### src/rtl/pending_reg_enc_pkg.sv
// Shared constants, FSM state type and priority-encode helper for pending_reg_encoder.
package pending_reg_enc_pkg;

   localparam int N_REGS  = 32;
   localparam int IDX_W   = $clog2(N_REGS);
   localparam int XZR_IDX = 31;

   localparam logic [N_REGS-1:0] XZR_BIT = N_REGS'(1) << XZR_IDX;

   typedef enum logic {
      IDLE  = 1'b0,
      OFFER = 1'b1
   } state_t;

   // Index of the lowest set bit; 0 when the vector is empty.
   function automatic logic [IDX_W-1:0] lowest_set(input logic [N_REGS-1:0] vec);
      logic [IDX_W-1:0] idx;
      idx = '0;
      for (int i = N_REGS - 1; i >= 0; i--) begin
         if (vec[i]) idx = IDX_W'(i);
      end
      return idx;
   endfunction

endpackage

### src/rtl/pending_reg_encoder_rr_pick32.sv
// Combinational round-robin picker: first set bit at or above rrPtr, else the
// first set bit overall (wrap-around).
module rr_pick32
   import pending_reg_enc_pkg::*;
(
   input  logic [N_REGS-1:0] pending,
   input  logic [IDX_W-1:0]  rrPtr,
   output logic              found,
   output logic [IDX_W-1:0]  pickIdx
);

   logic [N_REGS-1:0] hi_mask;
   logic [N_REGS-1:0] masked;

   generate
      for (genvar gi = 0; gi < N_REGS; gi++) begin : g_mask
         assign hi_mask[gi] = (IDX_W'(gi) >= rrPtr);
      end
   endgenerate

   assign masked = pending & hi_mask;

   always_comb begin
      found   = |pending;
      pickIdx = (|masked) ? lowest_set(masked) : lowest_set(pending);
   end

endmodule

### src/rtl/pending_reg_encoder.sv
// Serialises pending register flags into one round-robin index per handshake.
// Optional macro ZERO_REG_MASK_EN: index 31 (XZR) is never accepted or emitted.
module pending_reg_encoder
   import pending_reg_enc_pkg::*;
(
   input  logic              clk,
   input  logic              reset,
   input  logic [N_REGS-1:0] setReq,
   input  logic              flush,
   input  logic              outReady,
   output logic              outValid,
   output logic [IDX_W-1:0]  regOut,
   output logic [N_REGS-1:0] pending,
   output logic              busy
);

   state_t            state_q,   state_d;
   logic [N_REGS-1:0] pending_q, pending_d;
   logic [IDX_W-1:0]  reg_out_q, reg_out_d;
   logic [IDX_W-1:0]  rr_ptr_q,  rr_ptr_d;

   logic [N_REGS-1:0] set_eff;
   logic [N_REGS-1:0] pick_mask;
   logic              found;
   logic [IDX_W-1:0]  pick_idx;
   logic              load;

`ifdef ZERO_REG_MASK_EN
   assign set_eff = setReq & ~XZR_BIT;
`else
   assign set_eff = setReq;
`endif

   rr_pick32 u_pick (
      .pending (pending_q),
      .rrPtr   (rr_ptr_q),
      .found   (found),
      .pickIdx (pick_idx)
   );

   always_ff @(posedge clk or posedge reset) begin
      if (reset) begin
         state_q   <= IDLE;
         pending_q <= '0;
         reg_out_q <= '0;
         rr_ptr_q  <= '0;
      end else begin
         state_q   <= state_d;
         pending_q <= pending_d;
         reg_out_q <= reg_out_d;
         rr_ptr_q  <= rr_ptr_d;
      end
   end

   always_comb begin
      load      = found && ((state_q == IDLE) || outReady);
      pick_mask = load ? (N_REGS'(1) << pick_idx) : '0;
      state_d   = state_q;
      pending_d = (pending_q & ~pick_mask) | set_eff;
      reg_out_d = load ? pick_idx : reg_out_q;
      rr_ptr_d  = rr_ptr_q;
      if (load) begin
         rr_ptr_d = (pick_idx == IDX_W'(N_REGS - 1)) ? '0 : pick_idx + IDX_W'(1);
      end

      case (state_q)
         IDLE:    if (found) state_d = OFFER;
         OFFER:   if (outReady && !found) state_d = IDLE;
         default: state_d = IDLE;
      endcase

      // Flush wins over both the handshake and any same-cycle setReq.
      if (flush) begin
         state_d   = IDLE;
         pending_d = '0;
         reg_out_d = '0;
         rr_ptr_d  = '0;
      end
   end

   always_comb begin
      outValid = (state_q == OFFER);
      regOut   = reg_out_q;
      pending  = pending_q;
      busy     = outValid | (|pending_q);
   end

endmodule
### config.mk
export PLATFORM = sky130hd
export DESIGN_NAME = pending_reg_encoder
export DESIGN_NICKNAME = d
export VERILOG_FILES = /design/src/rtl/pending_reg_enc_pkg.sv /design/src/rtl/pending_reg_encoder_rr_pick32.sv /design/src/rtl/pending_reg_encoder.sv
export SDC_FILE = /design/constraint.sdc
export NUM_CORES = 1
export LEC_CHECK = 0
export CAP_MARGIN = 20
export CORE_MARGIN = 4
export CORE_UTILIZATION = 47
export CTS_BUF_LIST = sky130_fd_sc_hd__clkbuf_16
export DETAILED_ROUTE_END_ITERATION = 16
export PLACE_DENSITY = 0.78
export SETUP_SLACK_MARGIN = 0.1
export SYNTH_ARGS = -nofsm -noshare
export SYNTH_HDL_FRONTEND = slang
export SYNTH_SLANG_ARGS = --single-unit
### constraint.sdc
create_clock -name clk -period 2.7 [get_ports clk]
set_input_delay 0.27 -clock clk [delete_from_list [all_inputs] [get_ports clk]]
set_output_delay 0.27 -clock clk [all_outputs]
set_load 0.02 [all_outputs]
# After elaboration in Yosys (flattened, before gate mapping)
# Cells that the tools add are included.
[word_totals] out_inout_bits=39 reg_bits=43 elab_cells=128 input_bits=36
[classes] addsub=1 n_eq_ne=1 order_cmp=32 n_reduce_logical=7 n_shift=1 n_bitwise=6 muxes=76
[ops] operator="2-to-1 mux 5 bit" count=70
[ops] operator=">= comparator 5 bit, first input constant" count=16
[ops] operator="AND 32 bit" count=2
[ops] operator="2-to-1 mux 32 bit" count=2
[ops] operator="OR reduction 32 bit" count=2
[ops] operator=">= comparator 4 x 5 -> 1 bit, first input constant" count=8
[ops] operator="NOT 32 bit" count=1
[ops] operator="bitwise OR 32 bit" count=1
[ops] operator="left shift 1 x 5 -> 32 bit, first input constant" count=1
[ops] operator=">= comparator 3 x 5 -> 1 bit, first input constant" count=4
[ops] operator=">= comparator 1 x 5 -> 1 bit, first input constant" count=2
[ops] operator=">= comparator 2 x 5 -> 1 bit, first input constant" count=2
[ops] operator="adder 5 x 1 -> 5 bit, second input constant" count=1
[ops] operator="== test 5 bit, second input constant" count=1
[ops] operator="2-to-1 mux 1 bit" count=3
[ops] operator="logical AND 1 bit" count=2
[ops] operator="one-hot mux 1 bit (2 select lines)" count=1
[ops] operator="nonzero test 2 bit" count=1
[ops] operator="logical NOT 1 bit" count=1
[ops] operator="logical OR 1 bit" count=1
[ops] operator="NOT 1 bit" count=1
[ops] operator="bitwise OR 1 bit" count=1

# Logic depth before layout (Yosys ltp)
[logic_depth] ltp_word=41 mapped_depth=18 depth_no_buf=15

# Cells and area by module
# Synthesis repeated with hierarchy kept, for this count alone.
[unflattened] cells_unflattened=448 area_unflattened_um2=3510.9
[by_module_without_submodules] module="pending_reg_encoder" seq_area_each_um2=1076.0 cells_per_inst=224 area_per_inst_um2=2155.8 instances=1
[by_module_without_submodules] module="rr_pick32" seq_area_each_um2=0.0 cells_per_inst=224 area_per_inst_um2=1355.0 instances=1

# Worst setup path before layout
# OpenSTA, ideal clock, no wires.
[synth_path] path_type="register -> register" from="register rr_ptr_q[1]" to="register rr_ptr_q[3]" path_buffers=3 arrival_time_ps=2918 setup_time_ps=130 setup_slack_ps=-349 period_less_slack_ps=3049 required_ps=2570 path_stages_with_launch=19 cell_sequence="dfrtp_1 -> buf_2 -> buf_4 -> buf_2 -> nand2b_1 -> a21oi_1 -> a21oi_1 -> a2111oi_0 -> o211ai_1 -> a31oi_1 -> nand2_1 -> inv_1 -> ha_1 -> and3_1 -> ha_1 -> nor2_1 -> nand3_1 -> a41o_1 -> o211ai_1"
[synth_between] elab_chain_cells=39 word_cells_on_any_way=72 cone_classes="1 x add/sub; 32 x order compare; 1 x eq/ne; 36 x mux; 1 x bitwise; 1 x reduce/logical"
[synth_lines] element="start, declared" line="pending_reg_encoder.sv:20" text="logic [IDX_W-1:0] rr_ptr_q, rr_ptr_d;"
[synth_lines] element="start signal, assigned" line="pending_reg_encoder.sv:51" text="rr_ptr_q <= rr_ptr_d;"
[synth_lines] element=">= comparator 5 bit" line="pending_reg_encoder_rr_pick32.sv:17" text="assign hi_mask[gi] = (IDX_W'(gi) >= rrPtr);"
[synth_lines] element="AND 32 bit (*)" line="pending_reg_encoder_rr_pick32.sv:21" text="assign masked = pending & hi_mask;"
[synth_lines] element="2-to-1 mux 5 bit (32 in series)" line="pending_reg_enc_pkg.sv:20" text="if (vec[i]) idx = IDX_W'(i);"
[synth_lines] element="2-to-1 mux 5 bit (*)" line="pending_reg_encoder_rr_pick32.sv:25" text="pickIdx = (|masked) ? lowest_set(masked) : lowest_set(pending);"
[synth_lines] element="adder 5 x 1 -> 5 bit / == test 5 bit (equally long branches)" line="pending_reg_encoder.sv:63" text="rr_ptr_d = (pick_idx == IDX_W'(N_REGS - 1)) ? '0 : pick_idx + IDX_W'(1);"
[synth_lines] element="2-to-1 mux 5 bit (*)" line="pending_reg_encoder.sv:63"
[synth_lines] element="2-to-1 mux 5 bit (*)" line="pending_reg_encoder.sv:62" text="if (load) begin"
[synth_lines] element="2-to-1 mux 5 bit (*)" line="pending_reg_encoder.sv:73" text="if (flush) begin"
# Mark *: on every way between the ends. The rest lies on a longest branch, timed or not. The select of a mux whose other input is x is not followed.
# A chain may end at the register's enable or synchronous reset.

# Worst setup path in the final report
[layout_path] from="register rr_ptr_q[0]" to="register rr_ptr_q[2]"
# The elaborated chain is that of the path after synthesis.

==> results.sh <==
export IMPL_status="finished, violations left"
export IMPL_violations="setup timing"
export IMPL_drive_above_1_share_pct=48.2
export IMPL_die_area_um2=8690
export IMPL_vias=5486
export IMPL_row_count=30
export IMPL_cp_start_kind="flop"
export IMPL_final_hold_violation_count=0
export IMPL_drc_errors=0
export IMPL_first_iter_violations=804
export IMPL_area_delta_synth_final_pct=89.2
export IMPL_path_clk_slew_ns=0.07
export IMPL_synth_seq_area_share_pct=31.5
export IMPL_rsz0062_at_grt="true"
export IMPL_final_area_um2=6460
export IMPL_path_cells="nand4_1 -> buf_4 -> nand2_1 -> o211ai_2 -> nor4_4 -> and2_4 -> o31ai_4 -> nand2_2 -> inv_4 -> ha_4 -> buf_4 -> buf_6 -> ha_4 -> nand3b_1 -> a21oi_2"
export IMPL_synth_largest_area_cell="dfrtp_1"
export IMPL_cp_required_ns=2.91
export IMPL_ir_drop_mv=0.624
export IMPL_nets=692
export IMPL_synth_top_flop_cell="dfrtp_1"
export IMPL_maxSlewViolCount=0
export IMPL_fin_skew_ns=0.00845
export IMPL_grt_pass1_vias=4388
export IMPL_vias_per_cell=7.35
export IMPL_dieWidth_um=93.2
export IMPL_cts_sinks=43
export IMPL_start_util_pct=49.4
export IMPL_num_fill_cells=211
export IMPL_postSynthCellCount=443
export IMPL_yosysTopAreaCellShare_pct=31.5
export IMPL_root_buffer="clkbuf_16"
export IMPL_synth_avg_cell_area_um2=7.71
export IMPL_place_area_um2=5160
export IMPL_ys_warn_count=0
export IMPL_fin_crit_sh_pct=120
export IMPL_cp_num_buf_inv=4
export IMPL_worst_slack_ns=-0.544
export IMPL_yosys_register_bits=43
export IMPL_worstMarginPinSlew_ns=0.630
export IMPL_synth_most_common_cell="a21oi_1"
export IMPL_core_um2=6910
export IMPL_final_setup_tns_ns=-14.66
export IMPL_synth_edf_count=0
export IMPL_critPathMaxFanout=5
export IMPL_dpl_hpwl_um=10700
export IMPL_slew_headroom_pct=57.4
export IMPL_path_class="reg -> reg"
export IMPL_crit_family="simple AND/OR/NAND/NOR gates"
export IMPL_p_int_mw=2.54
export IMPL_n_antenna_cell=0
export IMPL_synthTopCellsByCount="a21oi_1, inv_1, dfrtp_1"
export IMPL_seqPwrFrac_pct=18.0
export IMPL_fmax_mhz=308
export IMPL_cts_tree="done"
export IMPL_drt_pass1_iter_count=7
export IMPL_numPortBuffers=74
export IMPL_drtAntennaViolNets=0
export IMPL_switching_power_mw=2.32
export IMPL_gp_congestion=0.981
export IMPL_worstSetupEndpointType="flop"
export IMPL_p_clk_share_pct=14.9
export IMPL_overflow=0
export IMPL_wl_per_cell_um=28.9
export IMPL_synthDistinctLibCells=65
export IMPL_synthArstFlopShare_pct=100
export IMPL_utilization_pct=93.5
export IMPL_powerDensity_nw_per_um2=752
export IMPL_syn_nets=486
export IMPL_cellLeakagePower_nw=2.67
export IMPL_grt_max_degree=44
export IMPL_worstPathArrival_ns=3.46
export IMPL_ios=75
export IMPL_grt_first_pass_wirelength_um=23900
export IMPL_clock_path_buffers=2
export IMPL_postCtsHoldBufs=0
export IMPL_drv_cap=0
export IMPL_clkLatencyLatePin_ns=0.30
export IMPL_htree_levels=2
export IMPL_hp_class="in -> async"
export IMPL_power_frac_comb_pct=67.2
export IMPL_numCtsBuffers=5
export IMPL_antenna_found_initial=0
export IMPL_syn_area_um2=3410
export IMPL_critPathMaxStageDelay_ns=0.48
export IMPL_grtUsageTotal_pct=35.2
export IMPL_switching_share_pct=47.7
export IMPL_fin_crit_ns=3.24
export IMPL_wl_um=21500
export IMPL_setup_viol=37
export IMPL_dieHeight_um=93.2
export IMPL_crit_slowest_cell="dfrtp_2"
export IMPL_netlist_top_cells_area="dfrtp_1, a21oi_1, o31ai_1"
==> worst register-to-register path, delay by kind of cell (launching register included) <==
| family | cells | cell delay (ns) |
|---|---|---|
| AOI/OAI and AO/OA | 3 | 0.46 |
| DFF | 1 | 0.48 |
| adders and majority gates | 2 | 0.41 |
| buffers and inverters | 4 | 0.52 |
| and+or+nand+nor | 6 | 1.29 |
==> kinds of logic after synthesis <==
group	share of synthesized area [%]
simple gates	19.2
mux	0.293
compound gates	35.7
buf+inv	10.7
fa+ha+maj	2.56
flops	31.5
==> state kept, by name, summed over array words and instances, names as in the netlist <==
| name | flops |
|---|---|
| pending | 32 |
| rr_ptr_q | 5 |
| regOut | 5 |
| outValid | 1 |
==> area by class of cell <==
type                       instances  area, um^2  area share [%]
multi-input combinational        316        2810            43.4
clock buffer                       5         125            1.94
tap                               96         120            1.86
sequential                        43        1090            16.9
timing repair buffer             228        2040            31.6
clock inverter                     3        41.3           0.639
inverter                          55         230            3.56
==> power by group through the flow <==
stage | sequential (mW) | combinational, mW | clock [mW]
global route | 0.868 | 3.32 | 0.743
floorplan | 0.872 | 0.961 | 0
detailed placement | 0.829 | 1.94 | 0
finish | 0.872 | 3.26 | 0.723
global placement | 0.824 | 1.93 | 0
CTS | 0.827 | 2.30 | 0.695
==> what timing repair did <==
| action | in CTS | in global routing |
|---|---|---|
| pin swaps | 23 | 50 |
| buffers inserted | 10 | 20 |
| gates resized for setup | 79 | 116 |
| setup endpoints to repair | 39 | 39 |
==> per-stage QoR <==
| step | setup slack (ns) | total power [mW] | hold WS, ns | std cells |
|---|---|---|---|---|
| 4_1_cts | -0.227 | 3.83 | 0.443 | 726 |
| 2_1_floorplan | -0.0982 | 1.83 | 0.391 | 443 |
| 3_3_place_gp | -0.315 | 2.75 | 0.520 | 708 |
| 6_report | -0.544 | 4.86 | 0.528 | 746 |
| 3_5_place_dp | -0.399 | 2.77 | 0.524 | 708 |
| 5_1_grt | -0.666 | 4.93 | 0.538 | 746 |
==> layer usage <==
metal	vias to the layer above	routed length (um)	GRT usage [%]	share of wire, %
met4	0	1950	13.3	9.0
met3	232	2980	5.55	14
met1	2558	7250	46.4	34
met2	655	9360	57.9	43
met5	-	0	0	0
li1	2041	-	-	-
==> cell usage in the layout, fill, tap and decap left out, drive strengths merged, types with 4 or more instances in the layout <==
cell type,synthesis,final
a211oi,7,7
a21boi,7,7
a21oi,59,59
a31oi,5,5
and3,4,4
buf,20,154
clkbuf,9,5
clkdlybuf4s50,0,73
dfrtp,43,43
ha,7,7
inv,55,55
nand2,23,23
nand2b,8,8
nand3,13,13
nand3b,4,4
nand4,4,4
nor2,31,31
nor2b,9,9
nor3,8,8
nor4,6,6
o211ai,10,10
o21ai,29,29
o31ai,30,30
or4,5,5
==> worst paths after layout <==
path	start	end	slack, ns	cells after the start
max in group asynchronous	reset	pending[6]	1.72	3
min reg2reg	regOut[1]	regOut[1]	0.60	2
min in group clk	setReq[24]	pending[24]	0.53	3
min	reset	pending[24]	0.53	3
max	rr_ptr_q[0]	rr_ptr_q[2]	-0.54	15
max reg2reg	rr_ptr_q[0]	rr_ptr_q[2]	-0.54	15
(Power assumes the default switching activity.)
